<file path="config.mk">
export PLATFORM = sky130hd
export DESIGN_NAME = hazard_controller
export DESIGN_NICKNAME = d
export VERILOG_FILES = /design/src/rtl/hazard_controller_pkg.sv /design/src/rtl/hazard_controller_mdu_sequencer.sv /design/src/rtl/hazard_controller.sv
export SDC_FILE = /design/constraint.sdc
export NUM_CORES = 1
export LEC_CHECK = 0
export CELL_PAD_IN_SITES_DETAIL_PLACEMENT = 1
export CELL_PAD_IN_SITES_GLOBAL_PLACEMENT = 2
export CORE_MARGIN = 3
export CORE_UTILIZATION = 23
export DETAILED_ROUTE_END_ITERATION = 6
export PLACE_DENSITY = 0.93
export RECOVER_POWER = 25
export SLEW_MARGIN = 15
export SYNTH_ARGS = -nofsm -noshare
export SYNTH_HDL_FRONTEND = slang
export SYNTH_HIERARCHICAL = 1
export SYNTH_SLANG_ARGS = --single-unit
</file>
<file path="constraint.sdc">
create_clock -name clk -period 2.1 [get_ports clk]
set_input_delay 0.42 -clock clk [delete_from_list [all_inputs] [get_ports clk]]
set_output_delay 0.42 -clock clk [all_outputs]
set_load 0.02 [all_outputs]
</file>
<file path="src/rtl/hazard_controller_pkg.sv">
// Shared pipeline definitions: sequencer state encoding, forward-select
// codes and default multicycle latencies.
package hazard_controller_pkg;

  localparam int CNT_W       = 6;
  localparam int MUL_LAT_DEF = 4;
  localparam int DIV_LAT_DEF = 32;

  typedef enum logic [1:0] {
    MDU_IDLE = 2'd0,
    MDU_BUSY = 2'd1,
    MDU_DONE = 2'd2
  } mdu_state_e;

  // ALU operand source select
  localparam logic [1:0] FWD_RF  = 2'b00;
  localparam logic [1:0] FWD_WB  = 2'b01;
  localparam logic [1:0] FWD_MEM = 2'b10;

endpackage

</file>
<file path="src/rtl/hazard_controller_mdu_sequencer.sv">
// Multicycle multiply/divide sequencer: counts out the unit latency and
// issues a one-cycle HI/LO write strobe when the result is ready.
module mdu_sequencer
  import hazard_controller_pkg::*;
#(
  parameter int MUL_LAT = MUL_LAT_DEF,
  parameter int DIV_LAT = DIV_LAT_DEF
) (
  input  logic       clk,
  input  logic       reset,
  input  logic       start_i,
  input  logic       div_i,
  output logic       busy_o,
  output logic       hilo_we_o,
  output mdu_state_e state_o
);

  // Start cycle, LAT-2 countdown in BUSY, and the DONE cycle sum to LAT.
  localparam logic [CNT_W-1:0] MUL_RELOAD = CNT_W'(MUL_LAT - 2);
  localparam logic [CNT_W-1:0] DIV_RELOAD = CNT_W'(DIV_LAT - 2);

  mdu_state_e       state_q, state_d;
  logic [CNT_W-1:0] cnt_q, cnt_d;

  // State and counter registers; reset drops any in-flight result.
  always_ff @(posedge clk or posedge reset) begin
    if (reset) begin
      state_q <= MDU_IDLE;
      cnt_q   <= '0;
    end else begin
      state_q <= state_d;
      cnt_q   <= cnt_d;
    end
  end

  // Next-state, counter and strobe decode.
  always_comb begin
    state_d   = state_q;
    cnt_d     = cnt_q;
    busy_o    = 1'b0;
    hilo_we_o = 1'b0;
    case (state_q)
      MDU_IDLE: begin
        if (start_i) begin
          state_d = MDU_BUSY;
          cnt_d   = div_i ? DIV_RELOAD : MUL_RELOAD;
        end
      end
      MDU_BUSY: begin
        // A start here cannot arrive: decode is stalled while busy.
        busy_o = 1'b1;
        if (cnt_q == '0) state_d = MDU_DONE;
        else             cnt_d   = cnt_q - 1'b1;
      end
      MDU_DONE: begin
        busy_o    = 1'b1;
        hilo_we_o = 1'b1;
        if (start_i) begin
          state_d = MDU_BUSY;
          cnt_d   = div_i ? DIV_RELOAD : MUL_RELOAD;
        end else begin
          state_d = MDU_IDLE;
        end
      end
      default: state_d = MDU_IDLE;
    endcase
  end

  assign state_o = state_q;

endmodule

</file>
<file path="src/rtl/hazard_controller.sv">
// Pipeline hazard unit: operand forwarding, load-use / branch / multicycle
// stalls, and decode/execute flush control.
module hazard_controller
  import hazard_controller_pkg::*;
#(
  parameter int MUL_LAT = MUL_LAT_DEF,
  parameter int DIV_LAT = DIV_LAT_DEF
) (
  input  logic       clk,
  input  logic       reset,
  input  logic [4:0] rs_d,
  input  logic [4:0] rt_d,
  input  logic [4:0] rs_e,
  input  logic [4:0] rt_e,
  input  logic [4:0] writereg_e,
  input  logic [4:0] writereg_m,
  input  logic [4:0] writereg_w,
  input  logic       regwrite_e,
  input  logic       regwrite_m,
  input  logic       regwrite_w,
  input  logic       memtoreg_e,
  input  logic       memtoreg_m,
  input  logic       branch_d,
  input  logic       pcsrc_d,
  input  logic       hilo_rd_d,
  input  logic       mdu_op_d,
  input  logic       mdu_start_e,
  input  logic       mdu_div_e,
  output logic       stall_f,
  output logic       stall_d,
  output logic       flush_d,
  output logic       flush_e,
  output logic       forward_ad,
  output logic       forward_bd,
  output logic [1:0] forward_ae,
  output logic [1:0] forward_be,
  output logic       mdu_busy,
  output logic       hilo_we
);

  mdu_state_e mdu_state;
  logic       lwstall, brstall, mdustall, stall;
  logic       m_valid, w_valid;

  mdu_sequencer #(
    .MUL_LAT (MUL_LAT),
    .DIV_LAT (DIV_LAT)
  ) u_mdu_seq (
    .clk       (clk),
    .reset     (reset),
    .start_i   (mdu_start_e),
    .div_i     (mdu_div_e),
    .busy_o    (mdu_busy),
    .hilo_we_o (hilo_we),
    .state_o   (mdu_state)
  );

  // $0 is never a forwarding source.
  assign m_valid = regwrite_m && (writereg_m != 5'd0);
  assign w_valid = regwrite_w && (writereg_w != 5'd0);

  // Execute operand forwarding, memory stage wins over writeback.
  always_comb begin
    forward_ae = FWD_RF;
    forward_be = FWD_RF;
    if      (m_valid && (writereg_m == rs_e)) forward_ae = FWD_MEM;
    else if (w_valid && (writereg_w == rs_e)) forward_ae = FWD_WB;
    if      (m_valid && (writereg_m == rt_e)) forward_be = FWD_MEM;
    else if (w_valid && (writereg_w == rt_e)) forward_be = FWD_WB;
  end

  // Decode-stage branch comparator forwards only from memory.
  assign forward_ad = m_valid && (writereg_m == rs_d);
  assign forward_bd = m_valid && (writereg_m == rt_d);

  // Stall sources; DONE releases the HI/LO consumer in the write cycle.
  always_comb begin
    lwstall  = memtoreg_e && ((rt_e == rs_d) || (rt_e == rt_d));
    brstall  = branch_d &&
               ((regwrite_e && ((writereg_e == rs_d) || (writereg_e == rt_d))) ||
                (memtoreg_m && ((writereg_m == rs_d) || (writereg_m == rt_d))));
    mdustall = (hilo_rd_d || mdu_op_d) &&
               (mdu_state != MDU_IDLE) && (mdu_state != MDU_DONE);
    stall    = lwstall || brstall || mdustall;
  end

  assign stall_f = stall;
  assign stall_d = stall;
  assign flush_e = stall;
  assign flush_d = pcsrc_d && !stall;

endmodule

</file>
---- After elaboration in Yosys (flattened, before gate mapping) ----
Cells that the tools add are included.
storage, ports and cells
  bits in latches ......................... 0
  word-level logic and storage cells ...... 67
  output and inout bits ................... 12
  memory bits (writable) .................. 0
  memories ................................ 0
  bits in read-only memories .............. 0
  bits of input ports ..................... 48
  flip-flop bits (word level) ............. 8
cells by class
  equal/unequal tests ..................... 17
  bitwise logic cells ..................... 0
  divide/modulo/power cells ............... 0
  muxes and demuxes ....................... 14
  reductions and logical operators ........ 33
  shift operators ......................... 0
  $mul .................................... 0
  $lt $le $gt $ge ......................... 0
  $add $sub $neg .......................... 1
operators by type and width
  kind                                                                    number
  5-bit equality test                                                     10
  1-bit logical AND                                                       15
  6-bit two-way mux                                                       2
  6-bit one-hot mux with 2 select lines                                   1
  5-bit nonzero test                                                      2
  2-bit two-way mux                                                       4
  1-bit logical OR                                                        7
  6-bit zero test                                                         1
  2-bit != test (second input constant)                                   3
  2-bit one-hot mux with 3 select lines                                   1
  6-bit by 1-bit subtractor with 6-bit output (second input constant)     1
  1-bit two-way mux                                                       5
  5-bit two-way mux                                                       1
  2-bit by 1-bit != test with 1-bit output (second input constant)        2
  2-bit nonzero test                                                      2
  2-bit OR reduction                                                      2
  3-bit AND reduction                                                     1
  2-bit by 1-bit equality test with 1-bit output (second input constant)  1
  2-bit equality test (second input constant)                             1
  2-bit zero test                                                         1
  2-bit AND reduction                                                     1
  1-bit zero test                                                         1

---- Longest topological paths before layout ----
Gate-level depths: netlist of the first run.
  word-level depth ........................ 9
  mapped depth ............................ 7
  gate-level depth less buffers ........... 6

---- Hierarchy ----
The synthesis of the first run kept the hierarchy.
by module, submodules not included
  module             seq. area each (sq um)  cells each  times used  area each (sq um)
  hazard_controller  0.0                     91          1           713.2
  mdu_sequencer      200.2                   61          1           574.3

---- Worst setup path before layout of the first run ----
Ideal clock, no wire load.
  kind .................................... in2out
  from .................................... input writereg_m[4]
  to ...................................... output forward_ae[0]
  setup slack ............................. -224 ps
  arrival ................................. 1904 ps
  stages .................................. 5
  path buffers ............................ 1
  required time ........................... 1680 ps
  path through ............................ buf_2 -> or4_4 -> o21ai_4 -> nor4_2 -> nor4_2
between the ends
  word-level cells in the longest chain between the ends .. 4
  elaborated cells between the ends (all ways) .. 5
  classes of those cells .................. 1 x eq/ne; 1 x mux; 3 x reduce/logical
ends and longest elaborated chain
  what                 line                     source
  start, declared      hazard_controller.sv:16  input logic [4:0] writereg_m,
  5-bit nonzero test   hazard_controller.sv:59  assign m_valid = regwrite_m && (writereg_m != 5'd0);
  1-bit logical AND    hazard_controller.sv:59
  1-bit logical AND *  hazard_controller.sv:66  if (m_valid && (writereg_m == rs_e)) forward_ae = FWD_MEM;
  2-bit two-way mux *  hazard_controller.sv:66
  end, declared        hazard_controller.sv:35  output logic [1:0] forward_ae,
Mark *: on every way between the ends. The rest lies on a longest branch, timed or not.

---- Worst setup path after layout of the first run ----
  from .................................... input writereg_m[2]
  to ...................................... output forward_be[0]
between the ends
  word-level cells in the longest chain between the ends .. 4
  elaborated cells between the ends (all ways) .. 5
  classes of those cells .................. 1 x eq/ne; 1 x mux; 3 x reduce/logical
ends and longest elaborated chain
  what                 line                     source
  5-bit nonzero test   hazard_controller.sv:59
  1-bit logical AND    hazard_controller.sv:59
  1-bit logical AND *  hazard_controller.sv:68  if (m_valid && (writereg_m == rt_e)) forward_be = FWD_MEM;
  2-bit two-way mux *  hazard_controller.sv:68
  end, declared        hazard_controller.sv:36  output logic [1:0] forward_be,
Marked as above.

==> summary.md, run 1 <==
| Metric | Value |
|---|---|
| Hold Path Class | register to register |
| Final ANT Viol Nets | 0 |
| Die area | 0.00653 mm^2 |
| Die X-Extent | 80.8 um |
| Unrepaired setup endpoints after global routing | yes |
| Crit path DAT | 1.80 ns |
| Detailed placement HPWL | 3900 um |
| Top cell type's share of synthesized area | 24.5% |
| Pre-antenna DRT Iters | 4 |
| Hold buffers post-CTS | 0 |
| Register area share after synthesis | 15.5% |
| Clk_lat worst skew | 0.23 ns |
| Outcome | finished, violations left |
| Routed vias/inst | 4.58 |
| Detailed Route WL | 4840 um |
| Synth Register Bits | 8 |
| Worst EP required | 1.68 ns |
| Synth Net Count | 207 |
| PortBufs | 59 |
| Pin count of the biggest net entering global routing | 13 |
| Drt drc | 0 |
| Post-route cell area | 0.00229 mm^2 |
| Initial Util | 24.4% |
| Fillcell total | 634 |
| Clk sink count | 8 |
| Clk pin slew, worst setup/hold paths | 0.04 ns |
| CTS tree | done |
| Fin nets | 306 |
| Final hold viol count | 0 |
| Initial antenna violation count | 1 |
| CTS Buffer Depth | 2 |
| Final period utilization | 106% |
| Ys Warns | 6 |
| Post-route minimum period | 2.22 ns |
| IO Count | 60 |
| Max Fclk | 450 MHz |
| Max-slew violations | 0 |
| Cell taking the most area after synthesis | xor2_1 |
| First-pass GRT wire length | 7800 um |
| Setup Viol. Count Final | 4 |
| Slew margin rel. | 77.8% |
| CP Launch Type | primary input |
| PD cells | 622 mW/mm^2 |
| Max FO, Critical Path | 4 |
| Post-Synthesis Cells | 152 |
| Crit-path max cell delay | 0.49 ns |
| # rows | 26 |
| Synth top area cells | xor2_1, dfrtp_1, xnor2_1 |
| Worst-path cell chain | buf_4 -> or4_4 -> o21ai_4 -> buf_6 -> nor4_4 -> nor4_4 -> buf_4 |
| Fin Hold WS | 0.505 ns |
| GRT Total Usage | 15.4% |
| Post-DP Area | 0.00219 mm^2 |
| H-tree levels | 1 |
| Footprint of the multi-input gates | 0.00111 mm^2 |
| Vias in the first global route | 1600 |
| Worst slew pin tran | 0.333 ns |
| Slowest-stage cell, CP | or4_4 |
| Synth-to-Final Area Change | 78.2% |
| Root buf cell | clkbuf_8 |
| Vias | 1464 |
| Register Area | 200 um^2 |
| Yosys cell types | 36 |
| Placeable Area | 0.00527 mm^2 |
| TritonCTS Buffers | 3 |
| Setup crit end kind | output pin |
| Synthesized area per cell | 8.47 um^2 |
| Wire length per cell | 15.1 um |
| Iter 0 DRT Violations | 49 |
| Post-route setup slack | -0.121 ns |
| Total grt overflow | 0 |
| Gp weighted congestion | 0.837 |
| Die height | 80.8 um |
| WS Path Type | primary input to output pin |
| Cell area after synthesis | 0.00129 mm^2 |
| MaxCap Viol Count | 0 |
| Violated checks | setup timing |
| Setup Skew | 0.00712 ns |
| P_leak | 1.07 nW |
| Share of layout cells above drive strength 1 | 43.8% |
| Maximum vdd drop | 0.289 mV |
## path summary, 6_finish.rpt
path | startpoint | end | slack, ns | depth (start not counted)
min in group asynchronous | reset | u_mdu_seq/cnt_q[0] | 0.59 | 2
max reg2reg | u_mdu_seq/state_o[0] | u_mdu_seq/cnt_q[2] | 0.26 | 7
max in group asynchronous | reset | u_mdu_seq/cnt_q[1] | 1.26 | 2
min | u_mdu_seq/cnt_q[4] | u_mdu_seq/cnt_q[4] | 0.50 | 1
max | writereg_m[2] | forward_be[0] | -0.12 | 7
min reg2reg | u_mdu_seq/cnt_q[4] | u_mdu_seq/cnt_q[4] | 0.50 | 1
## kinds of logic after synthesis
group	share of synthesized area, %
DFF	15.5
AOI/OAI and AO/OA	11.4
adders and majority gates	6.80
muxes	1.55
and+or+nand+nor	24.6
buffers and inverters	6.12
xor gates and xnor gates	34.0
## synthesized netlist by cell type
master    count
xor2_1       36
xnor2_1      14
o21ai_0      10
dfrtp_1       8
nand3_1       8
ha_1          7
inv_1         6
nand2_1       6
nor2_1        6
nor3_1        6
nor4_1        4
nor4_2        4
a22o_1        3
nand4_1       3
or4_1         3
a21oi_1       2
buf_2         2
buf_4         2
buf_6         2
mux2i_1       2
nand2b_1      2
nor3b_1       2
a31oi_1       1
clkbuf_1      1
clkbuf_2      1
nand3b_1      1
nand4b_1      1
nor2b_1       1
o21ai_2       1
o21ai_4       1
o221a_4       1
o22a_1        1
or2_2         1
or3_1         1
or3_4         1
or4_4         1
## layer usage
metal,GRT usage (%),vias up,wire length [um]
li1,-,723,-
met1,19.2,680,2100
met2,27.3,52,2410
met3,1.77,9,251
met4,5.41,0,85
met5,0,-,0
## critical path: cells and delay by family
family                 cells  cell delay (ns)
buffers and inverters      3             0.44
AND/OR/NAND/NOR            3             0.80
AO/OA/AOI/OAI              1             0.15
## placed cells by master, fill, tap and decap left out, types with 2 or more instances in the layout
master	synthesis	routed
clkdlybuf4s50_1	0	5
xor2_1	36	34
dlymetal6s2s_1	0	4
a22o_1	3	3
a21oi_1	2	2
nor4_1	4	3
o21ai_0	10	6
nor3b_1	2	2
clkbuf_2	1	4
nor3_2	0	2
nor4_4	0	4
buf_4	2	45
nand3_1	8	7
nand4_1	3	3
o21ai_2	1	3
xor2_2	0	2
nand2b_1	2	2
buf_2	2	16
clkbuf_4	0	2
nor3_1	6	4
buf_6	2	14
xnor2_1	14	14
dfrtp_1	8	8
or3_4	1	2
mux2i_1	2	2
nor2_1	6	6
clkbuf_8	0	3
o21ai_4	1	2
or4_4	1	4
dlygate4sd2_1	0	9
ha_1	7	7
inv_1	6	6
nand2_1	6	6
## power by group
group	leakage, nW	total (mW)	internal (mW)	switching, mW
Combinational	0.950	0.960	0.468	0.492
Sequential	0.0983	0.276	0.218	0.0573
Clock	0.0216	0.191	0.125	0.0660
Total	1.07	1.43	0.811	0.616
## what timing repair did
action	4_1_cts	5_1_grt
setup endpoints to repair	12	9
gates resized for setup	182	42
pin swaps	33	25
setup buffers	4	5
## registers in the layout (all words and copies together) (netlist names)
name / cells
u_mdu_seq/cnt_q: 6
u_mdu_seq/state_o: 2
## final cells by class
cell class / instances / area share, %
Antenna cell: 1 / 0.109
Clock buffer: 3 / 1.80
Inverter: 6 / 0.981
Multi-Input combinational cell: 130 / 48.6
Sequential cell: 8 / 8.72
Tap cell: 70 / 3.82
Timing Repair Buffer: 102 / 36.0
## through the flow
step	setup WS, ns	std cells	power [mW]	utilization (%)	setup TNS (ns)
finish	-0.121	320	1.43	43.5	-0.276
global route	-0.168	320	1.56	43.5	-0.644
CTS	-0.177	314	1.41	41.6	-0.502
detailed placement	-0.958	307	1.21	41.5	-8.80
global placement	-0.897	307	1.19	41.5	-8.51
floorplan	0.0209	152	0.853	-	0
Note: power is estimated with default switching activity, not from simulation.
==> run 2: changes to the inputs <==
--- a/config.mk
+++ b/config.mk
@@ -5,6 +5,7 @@
 export SDC_FILE = /design/constraint.sdc
 export NUM_CORES = 1
 export LEC_CHECK = 0
+export ABC_CLOCK_PERIOD_IN_PS = 2100
 export CELL_PAD_IN_SITES_DETAIL_PLACEMENT = 1
 export CELL_PAD_IN_SITES_GLOBAL_PLACEMENT = 2
 export CORE_MARGIN = 3
==> results of run 2 <==
Final layout, timing and power as in run 1 (identical DEF).
